[src/rtl/sample_stream_uart_if.sv]
// rtl/sample_stream_uart_if.sv - sample source / UART status bundle for sample_stream_uart
// Purpose: groups the sample-side inputs and the UART/status outputs of the streamer.
// Ports (master = sample source / host side, slave = streamer):
//   sample_clk   codec sample clock, rising edge is the strobe
//   enable       permit new frames
//   samples      N_CH*W packed signed samples, channel 0 in [W-1:0]
//   tx_o         UART TX line, 8N1, idle high
//   busy         frame in progress
//   overrun_cnt  saturating count of triggers lost while busy
interface sample_stream_uart_if #(
  parameter int W    = 16,
  parameter int N_CH = 4
);
  logic                sample_clk;
  logic                enable;
  logic [N_CH*W-1:0]   samples;
  logic                tx_o;
  logic                busy;
  logic [7:0]          overrun_cnt;

  modport master (
    output sample_clk, enable, samples,
    input  tx_o, busy, overrun_cnt
  );

  modport slave (
    input  sample_clk, enable, samples,
    output tx_o, busy, overrun_cnt
  );
endinterface

[src/rtl/sample_stream_uart.sv]
// rtl/sample_stream_uart.sv - framed, sequence-numbered multi-channel sample streamer over UART
// Purpose: on every DECIMATE-th rising edge of sample_clk, snapshot N_CH samples and send
//   A5, seq, channel bytes (MSB first per channel), XOR checksum as 8N1 UART bytes.
// Ports:
//   clk    system clock
//   rst_n  asynchronous active-low reset
//   bus    sample_stream_uart_if.slave: sample_clk, enable, samples in; tx_o, busy, overrun_cnt out
module sample_stream_uart #(
  parameter int W         = 16,
  parameter int N_CH      = 4,
  parameter int CLK_FREQ  = 12_000_000,
  parameter int BAUD_RATE = 1_000_000,
  parameter int DECIMATE  = 16
) (
  input  logic                 clk,
  input  logic                 rst_n,
  sample_stream_uart_if.slave  bus
);
  localparam int CLKS_PER_BIT = CLK_FREQ / BAUD_RATE;
  localparam int BPS          = W / 8;
  localparam int N_DATA       = N_CH * BPS;
  localparam int FRAME_BYTES  = 2 + N_DATA + 1;
  localparam int DCW          = (DECIMATE > 1) ? $clog2(DECIMATE) : 1;
  localparam int BCW          = $clog2(CLKS_PER_BIT);
  localparam int IXW          = $clog2(FRAME_BYTES);

  generate
    if ((W % 8) != 0 || W < 8) begin : g_bad_w
      $error("sample_stream_uart: W must be a positive multiple of 8");
    end
    if (N_CH < 1 || N_CH > 16) begin : g_bad_nch
      $error("sample_stream_uart: N_CH must be 1..16");
    end
    if (CLKS_PER_BIT < 2) begin : g_bad_baud
      $error("sample_stream_uart: CLK_FREQ/BAUD_RATE must be at least 2");
    end
    if (DECIMATE < 1 || DECIMATE > 256) begin : g_bad_dec
      $error("sample_stream_uart: DECIMATE must be 1..256");
    end
  endgenerate

  typedef enum logic [1:0] {S_IDLE, S_START, S_DATA, S_STOP} state_t;

  state_t              state_q, state_d;
  logic                sample_clk_q, sample_clk_d;
  logic [DCW-1:0]      dcnt_q, dcnt_d;
  logic [BCW-1:0]      bcnt_q, bcnt_d;
  logic [2:0]          bit_q, bit_d;
  logic [IXW-1:0]      bidx_q, bidx_d;
  logic [7:0]          tx_byte_q, tx_byte_d;
  logic [N_CH*W-1:0]   shadow_q, shadow_d;
  logic [7:0]          seq_q, seq_d;
  logic [7:0]          ovr_q, ovr_d;
  logic                tx_q, tx_d;
  logic                busy_q, busy_d;

  logic                strobe, trigger, bit_end;
  logic [7:0]          data_bytes [N_DATA];
  logic [7:0]          chk;
  logic [7:0]          cur_byte;

  // Data byte i in frame order: channel i/BPS, most significant byte of that channel first.
  for (genvar i = 0; i < N_DATA; i++) begin : g_bytes
    assign data_bytes[i] = shadow_q[(i / BPS) * W + (BPS - 1 - (i % BPS)) * 8 +: 8];
  end

  always_comb begin
    chk = seq_q;
    for (int i = 0; i < N_DATA; i++) chk = chk ^ data_bytes[i];
  end

  // Byte selected by the frame index; the final index carries the checksum.
  always_comb begin
    cur_byte = chk;
    if (bidx_q == '0) cur_byte = 8'hA5;
    else if (bidx_q == IXW'(1)) cur_byte = seq_q;
    for (int i = 0; i < N_DATA; i++) begin
      if (bidx_q == IXW'(i + 2)) cur_byte = data_bytes[i];
    end
  end

  assign strobe  = bus.sample_clk & ~sample_clk_q;
  assign trigger = strobe && (dcnt_q == '0);
  assign bit_end = (bcnt_q == BCW'(CLKS_PER_BIT - 1));

  always_comb begin
    state_d      = state_q;
    sample_clk_d = bus.sample_clk;
    dcnt_d       = dcnt_q;
    bcnt_d       = bcnt_q;
    bit_d        = bit_q;
    bidx_d       = bidx_q;
    tx_byte_d    = tx_byte_q;
    shadow_d     = shadow_q;
    seq_d        = seq_q;
    ovr_d        = ovr_q;
    tx_d         = tx_q;
    busy_d       = busy_q;

    if (strobe) begin
      dcnt_d = (dcnt_q == DCW'(DECIMATE - 1)) ? '0 : dcnt_q + DCW'(1);
    end

    case (state_q)
      S_START: begin
        bcnt_d = bit_end ? '0 : bcnt_q + BCW'(1);
        if (bit_end) begin
          state_d   = S_DATA;
          tx_byte_d = cur_byte;
          tx_d      = cur_byte[0];
          bit_d     = '0;
        end
      end
      S_DATA: begin
        bcnt_d = bit_end ? '0 : bcnt_q + BCW'(1);
        if (bit_end) begin
          if (bit_q == 3'd7) begin
            state_d = S_STOP;
            tx_d    = 1'b1;
          end else begin
            bit_d     = bit_q + 3'd1;
            tx_byte_d = {1'b0, tx_byte_q[7:1]};
            tx_d      = tx_byte_q[1];
          end
        end
      end
      S_STOP: begin
        bcnt_d = bit_end ? '0 : bcnt_q + BCW'(1);
        if (bit_end) begin
          if (bidx_q == IXW'(FRAME_BYTES - 1)) begin
            state_d = S_IDLE;
            busy_d  = 1'b0;
            seq_d   = seq_q + 8'd1;
          end else begin
            state_d = S_START;
            bidx_d  = bidx_q + IXW'(1);
            tx_d    = 1'b0;
          end
        end
      end
      default: ;
    endcase

    // busy_q is still high on the edge that ends the last stop bit, so a trigger
    // landing there is counted as an overrun rather than chained into a new frame.
    if (trigger && bus.enable) begin
      if (busy_q) begin
        if (ovr_q != 8'hFF) ovr_d = ovr_q + 8'd1;
      end else begin
        shadow_d = bus.samples;
        bidx_d   = '0;
        bcnt_d   = '0;
        state_d  = S_START;
        tx_d     = 1'b0;
        busy_d   = 1'b1;
      end
    end
  end

  always_ff @(posedge clk or negedge rst_n) begin
    if (!rst_n) begin
      state_q      <= S_IDLE;
      sample_clk_q <= 1'b1;
      dcnt_q       <= '0;
      bcnt_q       <= '0;
      bit_q        <= '0;
      bidx_q       <= '0;
      tx_byte_q    <= '0;
      shadow_q     <= '0;
      seq_q        <= '0;
      ovr_q        <= '0;
      tx_q         <= 1'b1;
      busy_q       <= 1'b0;
    end else begin
      state_q      <= state_d;
      sample_clk_q <= sample_clk_d;
      dcnt_q       <= dcnt_d;
      bcnt_q       <= bcnt_d;
      bit_q        <= bit_d;
      bidx_q       <= bidx_d;
      tx_byte_q    <= tx_byte_d;
      shadow_q     <= shadow_d;
      seq_q        <= seq_d;
      ovr_q        <= ovr_d;
      tx_q         <= tx_d;
      busy_q       <= busy_d;
    end
  end

  assign bus.tx_o        = tx_q;
  assign bus.busy        = busy_q;
  assign bus.overrun_cnt = ovr_q;
endmodule

[src/flat_wrapper.sv]
// flat-port wrapper written by rule: the top's interface ports become plain ports
module sample_stream_uart_flat 
#(
  parameter int W         = 16,
  parameter int N_CH      = 4,
  parameter int CLK_FREQ  = 12_000_000,
  parameter int BAUD_RATE = 1_000_000,
  parameter int DECIMATE  = 16
)
  (clk, rst_n, bus_sample_clk, bus_enable, bus_samples, bus_tx_o, bus_busy, bus_overrun_cnt);
  sample_stream_uart_if #(.W(W), .N_CH(N_CH)) bus_i ();
  input  logic clk;
  input  logic rst_n;
  input wire logic [$bits(bus_i.sample_clk)-1:0] bus_sample_clk;
  input wire logic [$bits(bus_i.enable)-1:0] bus_enable;
  input wire logic [$bits(bus_i.samples)-1:0] bus_samples;
  output wire logic [$bits(bus_i.tx_o)-1:0] bus_tx_o;
  output wire logic [$bits(bus_i.busy)-1:0] bus_busy;
  output wire logic [$bits(bus_i.overrun_cnt)-1:0] bus_overrun_cnt;
  assign bus_i.sample_clk = bus_sample_clk;
  assign bus_i.enable = bus_enable;
  assign bus_i.samples = bus_samples;
  assign bus_tx_o = bus_i.tx_o;
  assign bus_busy = bus_i.busy;
  assign bus_overrun_cnt = bus_i.overrun_cnt;
  sample_stream_uart #(.W(W), .N_CH(N_CH), .CLK_FREQ(CLK_FREQ), .BAUD_RATE(BAUD_RATE), .DECIMATE(DECIMATE)) u_core (.clk(clk), .rst_n(rst_n), .bus(bus_i));
endmodule
[config.mk]
export PLATFORM = sky130hd
export DESIGN_NAME = sample_stream_uart_flat
export DESIGN_NICKNAME = d
export VERILOG_FILES = /design/src/rtl/sample_stream_uart_if.sv /design/src/rtl/sample_stream_uart.sv /design/src/flat_wrapper.sv
export SDC_FILE = /design/constraint.sdc
export NUM_CORES = 1
export LEC_CHECK = 0
export ABC_AREA = 0
export ABC_CLOCK_PERIOD_IN_PS = 2410
export CAP_MARGIN = 20
export CORE_UTILIZATION = 30
export CTS_CLUSTER_DIAMETER = 200
export DETAILED_ROUTE_END_ITERATION = 7
export GPL_TIMING_DRIVEN = 1
export SYNTH_ARGS = -nofsm -noshare
export SYNTH_HDL_FRONTEND = slang
export SYNTH_SLANG_ARGS = --single-unit
[constraint.sdc]
create_clock -name clk -period 2.41 [get_ports clk]
set_input_delay 0.482 -clock clk [delete_from_list [all_inputs] [get_ports clk]]
set_output_delay 0.482 -clock clk [all_outputs]
set_load 0.005 [all_outputs]
; Word-level counts from Yosys, hierarchy flattened
; Index checks and enable logic that the tools add are counted.
[word_totals]
ff_bits = 108
output_inout_bits = 10
wordCells = 108
[op_classes]
add_sub_neg = 6
reduce_logical = 10
muxes = 49
bitwise_logic = 11
eq_ne = 20
[ops]
columns = cell, n
row1 = 2-to-1 mux 8 bit, 13
row2 = XOR 8 bit, 8
row3 = 2-to-1 mux 4 bit, 10
row4 = equality test 4 bit (second input constant), 5
row5 = adder 8 x 1 -> 8 bit (second input constant), 2
row6 = equality test 4 x 3 -> 1 bit (second input constant), 4
row7 = case mux 8 bit (2 select lines), 1
row8 = 2-to-1 mux 1 bit, 13
row9 = adder 4 x 1 -> 4 bit (second input constant), 3
row10 = 2-to-1 mux 2 bit, 6
row11 = 2-to-1 mux 3 bit, 3
row12 = equality test 4 x 2 -> 1 bit (second input constant), 2
row13 = logical NOT 4 bit, 2
row14 = != test 8 bit (second input constant), 1
row15 = case mux 2 bit (3 select lines), 1
row16 = case mux 3 bit (2 select lines), 1
row17 = AND reduction 3 bit, 2
row18 = equality test 2 bit (second input constant), 2
row19 = equality test 4 x 1 -> 1 bit (second input constant), 1
row20 = != test 2 x 1 -> 1 bit (second input constant), 2
row21 = AND reduction 4 bit, 1
row22 = adder 3 x 1 -> 3 bit (second input constant), 1
row23 = equality test 3 bit (second input constant), 1
row24 = case mux 1 bit (3 select lines), 1
row25 = 8 further kinds, 10

; Depth between registers and ports, before layout
[logic_depth]
word_depth = 22
mapped_depth = 10

; Worst setup path after synthesis
; OpenSTA, ideal clock, no wires.
[synth_path]
path_kind = reg2reg
start = reg u_core.bidx_q[0]
end = reg u_core.tx_byte_q[7]
slack_ps = 294
stages_incl_launch_ff = 10
setup_time_ps = 134
arrival_time_ps = 1982
cell_sequence = dfrtp_1 inv_1 ha_1 clkbuf_1 or2_2 o21ai_0 o22a_1 o21ai_0 a21oi_1 o21ai_0
[synth_via]
elab_chain_len = 13
[synth_lines]
columns = element, line
row1 = start: declaration, sample_stream_uart.sv:49  ; logic [IXW-1:0] bidx_q, bidx_d;
row2 = start signal: assignment, sample_stream_uart.sv:180  ; bidx_q <= bidx_d;
row3 = equality test 4 x 1 -> 1 bit, sample_stream_uart.sv:76  ; else if (bidx_q == IXW'(1)) cur_byte = seq_q;
row4 = 2-to-1 mux 8 bit, sample_stream_uart.sv:76
row5 = 2-to-1 mux 8 bit, sample_stream_uart.sv:75  ; if (bidx_q == '0) cur_byte = 8'hA5;
row6 = 2-to-1 mux 8 bit (7 in a row), sample_stream_uart.sv:78  ; if (bidx_q == IXW'(i + 2)) cur_byte = data_bytes[i];
row7 = 2-to-1 mux 8 bit (*), sample_stream_uart.sv:78
row8 = 2-to-1 mux 8 bit (*), sample_stream_uart.sv:107  ; if (bit_end) begin
row9 = case mux 8 bit (2 select lines) (*), sample_stream_uart.sv:104  ; case (state_q)
row10 = end signal: assignment, sample_stream_uart.sv:181  ; tx_byte_q <= tx_byte_d;
row11 = end: declaration, sample_stream_uart.sv:50  ; logic [7:0] tx_byte_q, tx_byte_d;
; Mark *: on every way between the ends. The rest lies on a longest branch, timed or not. The select of a mux whose other input is x is not followed.
; A chain may end at the register's enable or synchronous reset.

; Final worst setup path
[layout_path]
start = reg u_core.bidx_q[0]
end = reg u_core.tx_q (netlist: u_core.bus.tx_o)
[layout_via]
elab_chain_len = 15
[layout_lines]
columns = element, line
row1 = equality test 4 x 1 -> 1 bit, sample_stream_uart.sv:76
row2 = 2-to-1 mux 8 bit, sample_stream_uart.sv:76
row3 = 2-to-1 mux 8 bit, sample_stream_uart.sv:75
row4 = 2-to-1 mux 8 bit (8 in a row), sample_stream_uart.sv:78
row5 = 2-to-1 mux 1 bit, sample_stream_uart.sv:107
row6 = case mux 1 bit (3 select lines) (*), sample_stream_uart.sv:104
row7 = 2-to-1 mux 1 bit, sample_stream_uart.sv:147  ; if (busy_q) begin
row8 = 2-to-1 mux 1 bit (*), sample_stream_uart.sv:146  ; if (trigger && bus.enable) begin
row9 = named net u_core.tx_d, sample_stream_uart.sv:54  ; logic tx_q, tx_d;
row10 = end signal: assignment, sample_stream_uart.sv:185  ; tx_q <= tx_d;
row11 = end: declaration, sample_stream_uart.sv:54
; The timed path passes the listed nets; every way through them passes the cells marked *.

==> metrics.txt <==
layout cells sized above 1 0.184; Max-cap violations 0; CTS HTree Levels 3; RSZ-0062 raised after global routing true; Die Wd 144 um; Slew HR 0.670; WP buf/inv 1; antenna violations before repair 0; Net Switching 4.19 mW; Vias 4697; Ports 78; Slowest-stage cell, CP dfrtp_1; pwr dens 1380 nW/um^2; # diodes 0; WHS 0.0856 ns; fin nets 738; CP endpoint kind flip-flop; design area 7560 um^2; Clock Skew 0.0107 ns; clock share of power 0.137; CP cell instances inv_1, ha_2, or2_0, a221o_1, a22oi_2, nor4b_4, o31ai_1, a211oi_1; Synth Register Bits 107; Clk Latency, worst-skew pair 0.36 ns; critical path peak fanout 11; final setup fails 0; postcts setup bufs 0; routed wire length 15500 um; Primary FF master, synth dfrtp_1; vias per std cell 5.06; DRC Markers 0; fin crit share 0.956; Pins Over Slew Limit 0; switch share 0.401; area of the mapped netlist 6050 um^2; setup TNS 0 ns; reg2reg end u_core.bus.tx_o; Pint 6.27 mW; Mapped Avg Cell Area 10.6 um^2; clock transition at the registers of the reported paths 0.08 ns; synth warn 0; count leader, synth dfrtp_1; number of global-route vias before repair 4628; flop2flop setup slack 0.11 ns; Total Routing Usage GR 0.157; Initial Util 0.309; Arrival @ worst endpoint 2.56 ns; Routed Antenna Nets 0; Peak Freq 0.434 GHz; sequential power share 0.326; # rows 51; Die Y 144 um; first-pass GRT wire length 24800 um; drt wl/cell 16.7 um; worst-margin pin slew 0.494 ns; Cell variety after synth 67; TritonCTS clock tree yes; hold crit path type in -> async; clk sinks 107; LEAKAGE 3.15 nW; grt ovf 0; core area 19600 um^2; Layout area overhead 25.0%; top-area cell type share of the netlist area 0.435; Clock Path Buffers 2; Root Driver clkbuf_16; post-synth top area cell dfrtp_1; start point of the critical path u_core.bidx_q[0]; post-synthesis sequential area ratio 0.443; CP startpoint kind flip-flop; synth cell count leaders dfrtp_1, mux2_2, xnor2_1; crit-path leading delay family compound AO/OA/AOI/OAI gates; TritonCTS Buffers 9; port buffer count 77; global placement routability congestion 0.849; crit-path max cell delay 0.41 ns; top cells by area, synth dfrtp_1, mux2_2, xnor2_1, nand2_1, o21ai_0; Detailed Routing Iterations Pass 1 4; Worst R2R Start u_core.bidx_q[0]; Net Count, Synth 649; Comb power frac 0.537; run status complete, no violations; fin worst setup slack 0.107 ns; peak supply drop 0.537 mV; Critical Path RT 2.67 ns; Initial DRC Count 357; Design Power 10.5 mW; placed inst area 7250 um^2; class of the most critical setup path reg -> reg; CTS Hold Buffers Added 0; R2R depth 8; Tmin final 2.30 ns; largest net degree at the start of global routing 55; cell count after synthesis 570; Setup Slack @ Placement -0.00379 ns; Hold Violations, Final 0; CP Depth 8; DP HPWL 11600 um; die area 20700 um^2; asr flop ratio synth 1.00; number of flops mapped to enable cells by yosys 0
cell usage in the layout, fill, tap and decap left out, types with 16 or more instances in the layout:
| cell | netlist | final |
|---|---|---|
| mux2_2 | 60 | 60 |
| buf_4 | 4 | 30 |
| a21oi_1 | 29 | 29 |
| xnor2_1 | 58 | 58 |
| o21ai_0 | 30 | 30 |
| nand2_1 | 43 | 43 |
| inv_1 | 16 | 16 |
| clkdlybuf4s50_1 | 0 | 76 |
| dfrtp_1 | 105 | 105 |
| nor2_1 | 23 | 22 |
layout make-up:
class / instances / area [um^2]
flip-flops and latches: 107 / 2680
clock inverters: 6 / 48.8
clock buffers: 10 / 239
repair buffers: 108 / 1030
fillers: 1929 / 12000
inverters: 16 / 60.1
multi-input cells: 417 / 3170
well taps: 265 / 332
kinds of logic (layout without fill, tap and decap cells):
family,after synthesis,after routing,share of synthesized area
flip-flops,107,107,0.443
adder cells (fa/ha/maj),11,11,0.0228
multiplexers,62,62,0.115
AO/OA/AOI/OAI,130,130,0.146
buffers and inverters,46,140,0.0364
AND/OR/NAND/NOR,138,138,0.117
XOR/XNOR,76,76,0.119
state kept, by name, summed over array words and instances, names as in the netlist, 3 cells and up:
register,count
u_core.seq_q,8
u_core.bit_q,3
u_core.shadow_q,64
u_core.dcnt_q,4
u_core.bus.overrun_cnt,8
u_core.bcnt_q,4
u_core.bidx_q,4
u_core.tx_byte_q,7
per-layer routing:
metal / part of all wire / up-vias / track usage
li1: - / 2219 / -
met1: 0.48 / 2347 / 0.220
met2: 0.46 / 117 / 0.244
met3: 0.050 / 14 / 0.0361
met4: 0.011 / 0 / 0.0381
met5: 0 / - / 0
how the worst max path moves through the flow:
stage                                      to  slack (ns)
finish                        u_core.bus.tx_o        0.11
global route                  u_core.bus.tx_o       -0.03
CTS                           u_core.bus.tx_o        0.04
detailed placement            u_core.bus.tx_o      -0.004
global placement    u_core.bus.overrun_cnt[7]        0.08
floorplan                 u_core.tx_byte_q[7]        0.29
power groups by stage:
stage	Combinational (mW)	Clock (mW)	Sequential, mW
finish	5.61	1.43	3.41
global route	6.15	1.57	3.51
CTS	5.50	1.49	3.40
detailed placement	5.45	0	3.43
global placement	5.38	0	3.39
floorplan	4.16	0	3.11
worst register-to-register path, cell delays in order (launching register included):
cell	delay [ns]
dfrtp_1	0.41
inv_1	0.11
ha_2	0.28
or2_0	0.28
a221o_1	0.29
a22oi_2	0.21
nor4b_4	0.24
o31ai_1	0.11
a211oi_1	0.27
timing repair:
item	CTS	global route
gates resized for setup	1	3
endpoints found under the hold margin	0	0
endpoints found under the setup margin	1	4
through the flow:
step	cells	util
floorplan	570	-
global placement	913	0.370
detailed placement	913	0.370
CTS	929	0.385
global route	929	0.386
finish	929	0.386
(Power assumes the default switching activity.)
